===== config.mk =====
export PLATFORM = sky130hd
export DESIGN_NAME = animation_sprite_draw
export DESIGN_NICKNAME = d
export VERILOG_FILES = /design/src/rtl/animation_sprite_draw_pkg.sv /design/src/rtl/animation_sprite_draw_delay.sv /design/src/rtl/animation_sprite_draw.sv
export SDC_FILE = /design/constraint.sdc
export NUM_CORES = 1
export LEC_CHECK = 0
export BUFFER_PORTS_ARGS = -buffer_cell sky130_fd_sc_hd__buf_4
export CORE_ASPECT_RATIO = 1.1
export CORE_UTILIZATION = 55
export DETAILED_ROUTE_END_ITERATION = 8
export PLACE_DENSITY = 0.79
export SETUP_SLACK_MARGIN = 0.02
export SLEW_MARGIN = 40
export SYNTH_ARGS = -nofsm -noshare
export SYNTH_HDL_FRONTEND = slang
export SYNTH_SLANG_ARGS = --single-unit

===== constraint.sdc =====
create_clock -name clk -period 5.92 [get_ports clk]
set_clock_uncertainty 0.15 [all_clocks]
set_input_delay 0.888 -clock clk [delete_from_list [all_inputs] [get_ports clk]]
set_output_delay 0.888 -clock clk [all_outputs]
set_load 0.005 [all_outputs]

===== src/rtl/animation_sprite_draw_pkg.sv =====
// Shared constants for the intro-animation character sprites.
package animation_sprite_draw_pkg;

  localparam int DONKEY_SPRITE_W      = 48;
  localparam int DONKEY_SPRITE_H      = 48;
  localparam int DONKEY_SPRITE_FRAMES = 2;
  localparam int DONKEY_FRAME_DIV     = 8;

  localparam logic [11:0] SPRITE_KEY_COLOR = 12'hF0F;

  // VGA timing bundle carried down the overlay pipeline
  typedef struct packed {
    logic [10:0] hcount;
    logic [10:0] vcount;
    logic        hsync;
    logic        vsync;
    logic        hblnk;
    logic        vblnk;
  } vga_timing_t;

  // Counter width able to hold 0..n-1 (at least one bit)
  function automatic int cnt_width(input int n);
    return (n > 1) ? $clog2(n) : 1;
  endfunction

endpackage


===== src/rtl/animation_sprite_draw_delay.sv =====
// Generic N-stage register chain of width W with synchronous reset.
module animation_sprite_draw_delay #(
  parameter int unsigned N = 1,
  parameter int unsigned W = 1
) (
  input  logic         clk,
  input  logic         rst,
  input  logic [W-1:0] din,
  output logic [W-1:0] dout
);

  logic [W-1:0] pipe [N];

  // Shift din through N registers, cleared on reset
  always_ff @(posedge clk) begin
    if (rst) begin
      for (int unsigned i = 0; i < N; i++) pipe[i] <= '0;
    end else begin
      pipe[0] <= din;
      for (int unsigned i = 1; i < N; i++) pipe[i] <= pipe[i-1];
    end
  end

  assign dout = pipe[N-1];

endmodule


===== src/rtl/animation_sprite_draw.sv =====
// Donkey sprite overlay stage for the intro animation.
// Position/visibility are latched at vblank start; pixels come from an
// external synchronous ROM. Three-clock latency on all video outputs.
// Optional: define ANIM_SPRITE_BBOX_EN to draw a white 1-pixel debug outline
// around the sprite box while it is shown.
module animation_sprite_draw
  import animation_sprite_draw_pkg::*;
#(
  parameter int          SPRITE_W  = DONKEY_SPRITE_W,
  parameter int          SPRITE_H  = DONKEY_SPRITE_H,
  parameter int          FRAMES    = DONKEY_SPRITE_FRAMES,
  parameter int          FRAME_DIV = DONKEY_FRAME_DIV,
  parameter logic [11:0] KEY_COLOR = SPRITE_KEY_COLOR,
  parameter int          ADDR_W    = 13
) (
  input  logic              clk,
  input  logic              rst,
  input  logic              animation,
  input  logic [11:0]       xpos,
  input  logic [11:0]       ypos,
  input  logic [10:0]       hcount_in,
  input  logic [10:0]       vcount_in,
  input  logic              hsync_in,
  input  logic              vsync_in,
  input  logic              hblnk_in,
  input  logic              vblnk_in,
  input  logic [11:0]       rgb_in,
  output logic [ADDR_W-1:0] rom_addr,
  input  logic [11:0]       rom_data,
  output logic [10:0]       hcount_out,
  output logic [10:0]       vcount_out,
  output logic              hsync_out,
  output logic              vsync_out,
  output logic              hblnk_out,
  output logic              vblnk_out,
  output logic [11:0]       rgb_out,
  output logic              done
);

  localparam int FR_W  = cnt_width(FRAMES);
  localparam int DIV_W = cnt_width(FRAME_DIV);

  typedef enum logic [1:0] {
    ST_WAIT   = 2'd0,
    ST_SHOW   = 2'd1,
    ST_HIDDEN = 2'd2
  } state_t;

  state_t             state;
  logic               vblnk_d;
  logic               frame_edge;
  logic [11:0]        xpos_l;
  logic [11:0]        ypos_l;
  logic               anim_l;
  logic [DIV_W-1:0]   frame_cnt;
  logic [FR_W-1:0]    sprite_frame;

  assign frame_edge = vblnk_in & ~vblnk_d;

  // Per-frame control: latch position, run visibility FSM and frame counter
  always_ff @(posedge clk) begin
    if (rst) begin
      vblnk_d      <= 1'b0;
      state        <= ST_WAIT;
      xpos_l       <= '0;
      ypos_l       <= '0;
      anim_l       <= 1'b0;
      frame_cnt    <= '0;
      sprite_frame <= '0;
      done         <= 1'b0;
    end else begin
      vblnk_d <= vblnk_in;
      done    <= 1'b0;
      if (frame_edge) begin
        xpos_l <= xpos;
        ypos_l <= ypos;
        anim_l <= animation;
      end
      case (state)
        ST_WAIT: begin
          if (frame_edge) state <= animation ? ST_SHOW : ST_HIDDEN;
        end
        ST_SHOW: begin
          if (frame_edge) begin
            if (!animation) begin
              state <= ST_HIDDEN;
              done  <= 1'b1;
            end else if (frame_cnt == DIV_W'(FRAME_DIV - 1)) begin
              frame_cnt    <= '0;
              sprite_frame <= (sprite_frame == FR_W'(FRAMES - 1)) ? '0
                                                                    : sprite_frame + FR_W'(1);
            end else begin
              frame_cnt <= frame_cnt + DIV_W'(1);
            end
          end
        end
        ST_HIDDEN: begin
          if (frame_edge && animation) begin
            state        <= ST_SHOW;
            frame_cnt    <= '0;
            sprite_frame <= '0;
          end
        end
        default: state <= ST_WAIT;
      endcase
    end
  end

  // Stage 1 combinational: box test on offsets so a box past the screen edge clips
  logic [11:0]       dx;
  logic [11:0]       dy;
  logic              in_box_c;
  logic [ADDR_W-1:0] addr_c;

  // Box membership and ROM address for the current pixel
  always_comb begin
    dx       = {1'b0, hcount_in} - xpos_l;
    dy       = {1'b0, vcount_in} - ypos_l;
    in_box_c = (state == ST_SHOW) && anim_l
            && ({1'b0, hcount_in} >= xpos_l) && (dx < 12'(SPRITE_W))
            && ({1'b0, vcount_in} >= ypos_l) && (dy < 12'(SPRITE_H));
    addr_c   = '0;
    if (in_box_c)
      addr_c = ADDR_W'(sprite_frame) * ADDR_W'(SPRITE_W * SPRITE_H)
             + ADDR_W'(dy) * ADDR_W'(SPRITE_W) + ADDR_W'(dx);
  end

  logic in_box_d1;
  logic in_box_d2;

  // Stage 1/2 registers: ROM address and box flag alongside the ROM read
  always_ff @(posedge clk) begin
    if (rst) begin
      rom_addr  <= '0;
      in_box_d1 <= 1'b0;
      in_box_d2 <= 1'b0;
    end else begin
      rom_addr  <= addr_c;
      in_box_d1 <= in_box_c;
      in_box_d2 <= in_box_d1;
    end
  end

  vga_timing_t timing_in;
  vga_timing_t timing_out;
  logic [11:0] rgb_d2;

  assign timing_in = '{hcount: hcount_in, vcount: vcount_in, hsync: hsync_in,
                       vsync: vsync_in, hblnk: hblnk_in, vblnk: vblnk_in};

  animation_sprite_draw_delay #(.N(3), .W($bits(vga_timing_t))) u_timing_delay (
    .clk  (clk),
    .rst  (rst),
    .din  (timing_in),
    .dout (timing_out)
  );

  animation_sprite_draw_delay #(.N(2), .W(12)) u_rgb_delay (
    .clk  (clk),
    .rst  (rst),
    .din  (rgb_in),
    .dout (rgb_d2)
  );

  assign hcount_out = timing_out.hcount;
  assign vcount_out = timing_out.vcount;
  assign hsync_out  = timing_out.hsync;
  assign vsync_out  = timing_out.vsync;
  assign hblnk_out  = timing_out.hblnk;
  assign vblnk_out  = timing_out.vblnk;

  logic [11:0] rgb_next;

`ifdef ANIM_SPRITE_BBOX_EN
  logic border_c;
  logic border_d1;
  logic border_d2;

  assign border_c = in_box_c && ((dx == '0) || (dx == 12'(SPRITE_W - 1))
                              || (dy == '0) || (dy == 12'(SPRITE_H - 1)));

  // Outline flag follows the same two-stage path as the box flag
  always_ff @(posedge clk) begin
    if (rst) begin
      border_d1 <= 1'b0;
      border_d2 <= 1'b0;
    end else begin
      border_d1 <= border_c;
      border_d2 <= border_d1;
    end
  end

  // Compose: outline over sprite over background
  always_comb begin
    rgb_next = rgb_d2;
    if (border_d2)
      rgb_next = 12'hFFF;
    else if (in_box_d2 && (rom_data != KEY_COLOR))
      rgb_next = rom_data;
  end
`else
  // Compose: opaque sprite pixels over background
  always_comb begin
    rgb_next = rgb_d2;
    if (in_box_d2 && (rom_data != KEY_COLOR))
      rgb_next = rom_data;
  end
`endif

  // Stage 3 output register
  always_ff @(posedge clk) begin
    if (rst) rgb_out <= '0;
    else     rgb_out <= rgb_next;
  end

endmodule


Word-level counts from Yosys, hierarchy flattened

Memory sizes are Yosys's and may differ from the RTL's.
Index checks and enable logic that the tools add are counted.

Bits in registers: 60
Latch bits: 0
RAM bits: 102
Bits in read-only memories: 0
Input port bits: 77
Output and inout port bits: 52
Logic and storage cells: 87
Memories: 2

Add/subtract/negate cells: 6
Multiply operators: 2
Divide/modulo/power cells: 0
Order comparisons: 4
Equal/unequal tests: 10
Shifts and indexed selects: 0
Multiplexer cells: 27
Bitwise gates (word level): 10
Reduce and logical (&&, ||, !) cells: 14

Memories:

| name                | depth | bits a word | read ports | clocked after memory_dff | write ports | RTL line                          | text |
|---|---|---|---|---|---|---|---|
| u_timing_delay.pipe | 3     | 26          | 3          | 0                        | 3           | animation_sprite_draw_delay.sv:12 | `logic [W-1:0] pipe [N];` |
| u_rgb_delay.pipe    | 2     | 12          | 2          | 0                        | 2           | animation_sprite_draw_delay.sv:12 |  |

Operators by type and width:

| operator               | count |
|---|---|
| $mux W26               | 3 |
| $mux W12               | 3 |
| $ge A11 B12 Y1         | 2 |
| $lt A12 B6 Y1 const B  | 2 |
| $sub A11 B12 Y12       | 2 |
| $add A13 B12 Y13       | 1 |
| $add A13 B13 Y13       | 1 |
| $mul A12 B2 Y9 const B | 1 |
| $mux W3                | 4 |
| $ne A12 B12 Y1 const B | 1 |
| $ne A2 B2 Y1 const B   | 6 |
| $mux W2                | 5 |
| $mux W1                | 9 |
| $reduce_and A4 Y1      | 2 |
| $logic_and A1 B1 Y1    | 7 |
| $pmux W2 S3            | 1 |
| $pmux W3 S2            | 1 |
| $mul A1 B4 Y5 const B  | 1 |
| $or A1 B1 Y1           | 5 |
| $reduce_and A5 Y1      | 1 |
| $not A1 Y1             | 4 |
| $add A3 B1 Y3 const B  | 1 |
| $eq A3 B3 Y1 const B   | 1 |
| $reduce_or A3 Y1       | 1 |
| other kinds (8)        | 8 |

Longest topological paths before layout

Word-level depth: 8
Mapped depth: 20
Gate-level depth less buffers: 20

Cells and area by module

A second synthesis with hierarchy kept.

Cell total of the unflattened synthesis: 736
Area, all modules: 7120.6 sq um

By module, submodules not included:

| module                                        | times used | cells an instance | area each (sq um) | sequential area each (sq um) |
|---|---|---|---|---|
| animation_sprite_draw                         | 1          | 484               | 4037.6            | 1201.2 |
| animation_sprite_draw_delay at u_timing_delay | 1          | 190               | 2299.7            | 1561.5 |
| animation_sprite_draw_delay at u_rgb_delay    | 1          | 62                | 783.3             | 480.5 |

Least setup slack after synthesis

No wires, ideal clock.

Kind: input port to flip-flop
From: input port vcount_in[0]
To: register rom_addr[12]
Library setup time: 0.073 ns
Data arrival time: 4.654 ns
Data required time: 5.697 ns
Path slack: 1.043 ns
Cell stages on the path: 18
Path buffers: 0
Path through: inv_1 -> ha_1 -> inv_1 -> fa_1 -> a21o_1 -> a21oi_2 -> and2b_2 -> o21ai_0 -> nand2b_1 -> xor2_1 -> ha_1 -> a21oi_1 -> xnor2_1 -> fa_1 -> ha_1 -> o41ai_1 -> xnor3_1 -> nor3_2

Longest elaborated chain between the ends: 5
Elaborated cells on any way between the ends: 10
Classes of those cells: 3 x add/sub; 1 x mul; 2 x order compare; 1 x bitwise; 3 x reduce/logical

Ends and longest elaborated chain:

| item                                                     | RTL line                     | text |
|---|---|---|
| start, declared                                          | animation_sprite_draw.sv:22  | `input logic [10:0] vcount_in,` |
| branches (longest 5 deep; another with $add A13 B13 Y13) | n/a                          |  |
| end signal, assigned                                     | animation_sprite_draw.sv:138 | `rom_addr <= addr_c;` |
| end, declared                                            | animation_sprite_draw.sv:28  | `output logic [ADDR_W-1:0] rom_addr,` |

Parallel ways; which one is timed is not known.
A chain may end at the register's enable or synchronous reset.

Worst setup path after layout

Same ends and word-level chain as after synthesis.

==> results.sh <==
export IMPL_rsz0062_at_grt="no"
export IMPL_antenna_found_initial=0
export IMPL_dr_pass1_iters=4
export IMPL_synth_compound_area_share_pct=10.93
export IMPL_drive_above_1_share_pct=22.29
export IMPL_dpl_hpwl_um=10140
export IMPL_cp_max_fo=3
export IMPL_grt_overflow_total=0
export IMPL_fin_ws_ps=968.5
export IMPL_worst_ep_required_time_ps=6110
export IMPL_reg2reg_slack_ps=1300
export IMPL_syn_avg_cell_area_um2=9.601
export IMPL_max_vdd_ir_drop_v=0.0001905
export IMPL_seqPwrFrac_pct=37.9
export IMPL_synth_top_area_share_pct=46.62
export IMPL_min_to="in_box_d2$_SDFF_PP0_"
export IMPL_gp_congestion=0.8712
export IMPL_ios=129
export IMPL_power_density_nw_per_um2=358.3
export IMPL_final_common_cell="dfxtp_1"
export IMPL_netlist_instances=720
export IMPL_cts_setup_buffers=0
export IMPL_synth_xor_area_share_pct=3.367
export IMPL_routed_via_density=5.153
export IMPL_clkLatencyLatePin_ps=420
export IMPL_path_class="in2reg"
export IMPL_ys_top_cells_by_area="dfxtp_1 47%, nor2b_1 9.7%, ha_1 8.1%, a21oi_1 3.8%, nand2_1 3.3%"
export IMPL_met3_usage_pct=5.432
export IMPL_cp_startpoint="vcount_in[0]"
export IMPL_die_h_um=119.6
export IMPL_outcome="finished clean"
export IMPL_finalHoldViolations=0
export IMPL_first_global_vias=5052
export IMPL_ctsHoldBuffers=0
export IMPL_ys_seq_elements=161
export IMPL_slowest_stage="o41ai_1"
export IMPL_ant_nets=0
export IMPL_critPathLaunchType="input pin"
export IMPL_maxCapViolations=0
export IMPL_muxShareOfSynthArea_pct=1.665
export IMPL_relSlewSlack_pct=49.86
export IMPL_synth_fa_ha_area_share_pct=9.882
export IMPL_hold_depth=1
export IMPL_p_int_mw=2.113
export IMPL_cts_tree="built"
export IMPL_cts_root_buf="clkbuf_16"
export IMPL_cts_htree_levels=4
export IMPL_synth_top_family_by_area="simple AND/OR/NAND/NOR gates"
export IMPL_wl_um=14300
export IMPL_synth_area_leader_cell="dfxtp_1"
export IMPL_fillCellCount=947
export IMPL_hold_start="in_box_d1$_SDFF_PP0_"
export IMPL_clockBufferDepth=2
export IMPL_seq_area_um2=3223
export IMPL_vias=5071
export IMPL_initial_core_util_pct=56.95
export IMPL_setup_violations=0
export IMPL_antenna_cells=0
export IMPL_area_growth_pct=21.45
export IMPL_cp_arrival_ps=5140
export IMPL_synth_area_um2=6913
export IMPL_slowest_delay_ps=500
export IMPL_finalNetCount=945
export IMPL_rr_startpoint="ypos_l[0]$_SDFFE_PP0P_"
export IMPL_yosysWarnings=0
export IMPL_swShare_pct=29.75
export IMPL_tightest_slew_ps=752.1
export IMPL_drc_errors=0
export IMPL_die_w_um=108.9
export IMPL_grt_pass1_wl_um=23490
export IMPL_min_period_over_period_pct=83.64
export IMPL_setup_worst_path_end_class="flop"
export IMPL_clock_sinks=161
export IMPL_multi_input_area_um2=3254
export IMPL_grt_util_met2_pct=37.30
export IMPL_synth_edf_count=0
export IMPL_clkTransAtPathRegs_ps=60
export IMPL_rows=42
export IMPL_min_path_type="reg2reg"
export IMPL_clock_fmax_mhz=202.0
export IMPL_die_area_um2=13020
export IMPL_pwr_share_clk_pct=35.6
export IMPL_p_comb_share_pct=26.4
export IMPL_async_flop_share_pct=0
export IMPL_rr_worst_depth=17
export IMPL_final_cell_mix="161 x dfxtp_1, 129 x buf_4, 106 x nor2b_1"
export IMPL_slew_violations=0
export IMPL_total_power_mw=3.008
export IMPL_finalCriticalPeriod_ps=4952
export IMPL_synthFlopType="dfxtp_1"
export IMPL_setup_tns_ps=0
export IMPL_ctsResizeCount=0
export IMPL_r2r_end="rom_addr[12]$_SDFF_PP0_"
export IMPL_seq_area_frac_synth_pct=46.62
export IMPL_synth_cell_type_count=58
export IMPL_drtIter0Drc=222
export IMPL_drt_wirelength_per_cell_um=14.53
export IMPL_synth_net_count=848
export IMPL_grt_busiest_layer="met2"
export IMPL_grt_max_degree=111
export IMPL_synthSimpleGateAreaFrac_pct=20.96
export IMPL_io_buffers=128
export IMPL_cts_buffers=17
export IMPL_crit_chain="buf_4 -> inv_1 -> ha_1 -> inv_1 -> fa_1 -> a21o_1 -> a21oi_2 -> and2b_2 -> o21ai_0 -> nand2b_1 -> xor2_1 -> ha_1 -> a21oi_1 -> xnor2_1 -> fa_1 -> ha_1 -> o41ai_1 -> xnor3_1 -> nor3_2"
export IMPL_p_leak_nw=3.681
export IMPL_place_ws_ps=552.9
export IMPL_core_area_um2=12140
export IMPL_gr_usage_met1_pct=28.99
export IMPL_track_usage_pct=23.30
export IMPL_power_switching_uw=894.7
export IMPL_cp_common_cell="ha_1"
Yosys cell counts, drive strengths merged (3+ instances only):
cell / number
o21a: 4
ha: 45
fa: 6
nand2b: 9
inv: 42
xnor2: 17
dfxtp: 161
nand3: 3
mux2i: 10
a21oi: 54
nand4: 6
a21o: 10
o21bai: 3
clkbuf: 22
buf: 30
nor2: 42
o21ai: 18
nor3: 19
nor2b: 107
nor4: 4
a211oi: 4
xor2: 7
nand2: 60
o41ai: 3
power groups by stage:
| stage | Combinational (mW) | Sequential, mW | Clock [mW] |
|---|---|---|---|
| 2_1_floorplan | 0.601 | 1.16 | 0 |
| 3_3_place_gp | 0.734 | 1.16 | 0 |
| 3_5_place_dp | 0.764 | 1.17 | 0 |
| 4_1_cts | 0.790 | 1.14 | 1.09 |
| 5_1_grt | 0.880 | 1.15 | 1.14 |
| 6_report | 0.795 | 1.14 | 1.07 |
routing by layer:
metal | vias to the layer above | share of wire [%]
met4 | 0 | 2.5
met3 | 30 | 5.4
met2 | 147 | 48
met5 | - | 0
li1 | 2551 | -
met1 | 2343 | 44
registers in the layout, summed over array words and instances (netlist names):
register             count
done                     1
rgb_out                 12
rom_addr                13
state                    2
xpos_l                  12
in_box_d1                1
anim_l                   1
sprite_frame             1
in_box_d2                1
frame_cnt                3
u_timing_delay.pipe     78
u_rgb_delay.pipe        24
ypos_l                  12
critical path, delay by kind of cell:
family / cells / cell delay (ps)
compound gates: 5 / 1190
xor+xnor: 3 / 830
fa+ha+maj: 5 / 1580
buf+inv: 3 / 240
simple gates: 3 / 420
how the worst max path moves through the flow:
stage | end | slack [ps] | cells past startpoint
detailed placement | rom_addr[12]$_SDFF_PP0_ | 550 | 19
CTS | rom_addr[12]$_SDFF_PP0_ | 970 | 19
global route | rom_addr[12]$_SDFF_PP0_ | 700 | 19
global placement | rom_addr[12]$_SDFF_PP0_ | 760 | 19
floorplan | rom_addr[12]$_SDFF_PP0_ | 1040 | 18
finish | rom_addr[12]$_SDFF_PP0_ | 970 | 19
per-stage QoR:
| stage | instance area (um2) | instances | hold slack, ps | utilization, % |
|---|---|---|---|---|
| after detailed placement | 7807 | 952 | 271.2 | 64.32 |
| after floorplan | 6913 | 720 | 263.8 | - |
| final | 8396 | 984 | 281.8 | 69.16 |
| after CTS | 8396 | 984 | 283.5 | 69.16 |
| after global placement | 7792 | 952 | 266.9 | 64.19 |
| after global routing | 8396 | 984 | 299.9 | 69.16 |
cell type report:
class	instances	area share (%)
inverter	42	1.878
tap	154	2.295
clock inverter	12	1.446
clock buffer	20	5.559
sequential	161	38.39
timing repair buffer	130	11.67
multi-input combinational	465	38.76
kinds of logic (layout without fill, tap and decap cells):
kind of cell | Yosys count | in the layout
xor+xnor | 25 | 25
compound gates | 113 | 113
simple gates | 265 | 265
buf+inv | 94 | 204
mux | 11 | 11
fa+ha+maj | 51 | 51
flops | 161 | 161
Power figures use the tool's default switching activity.
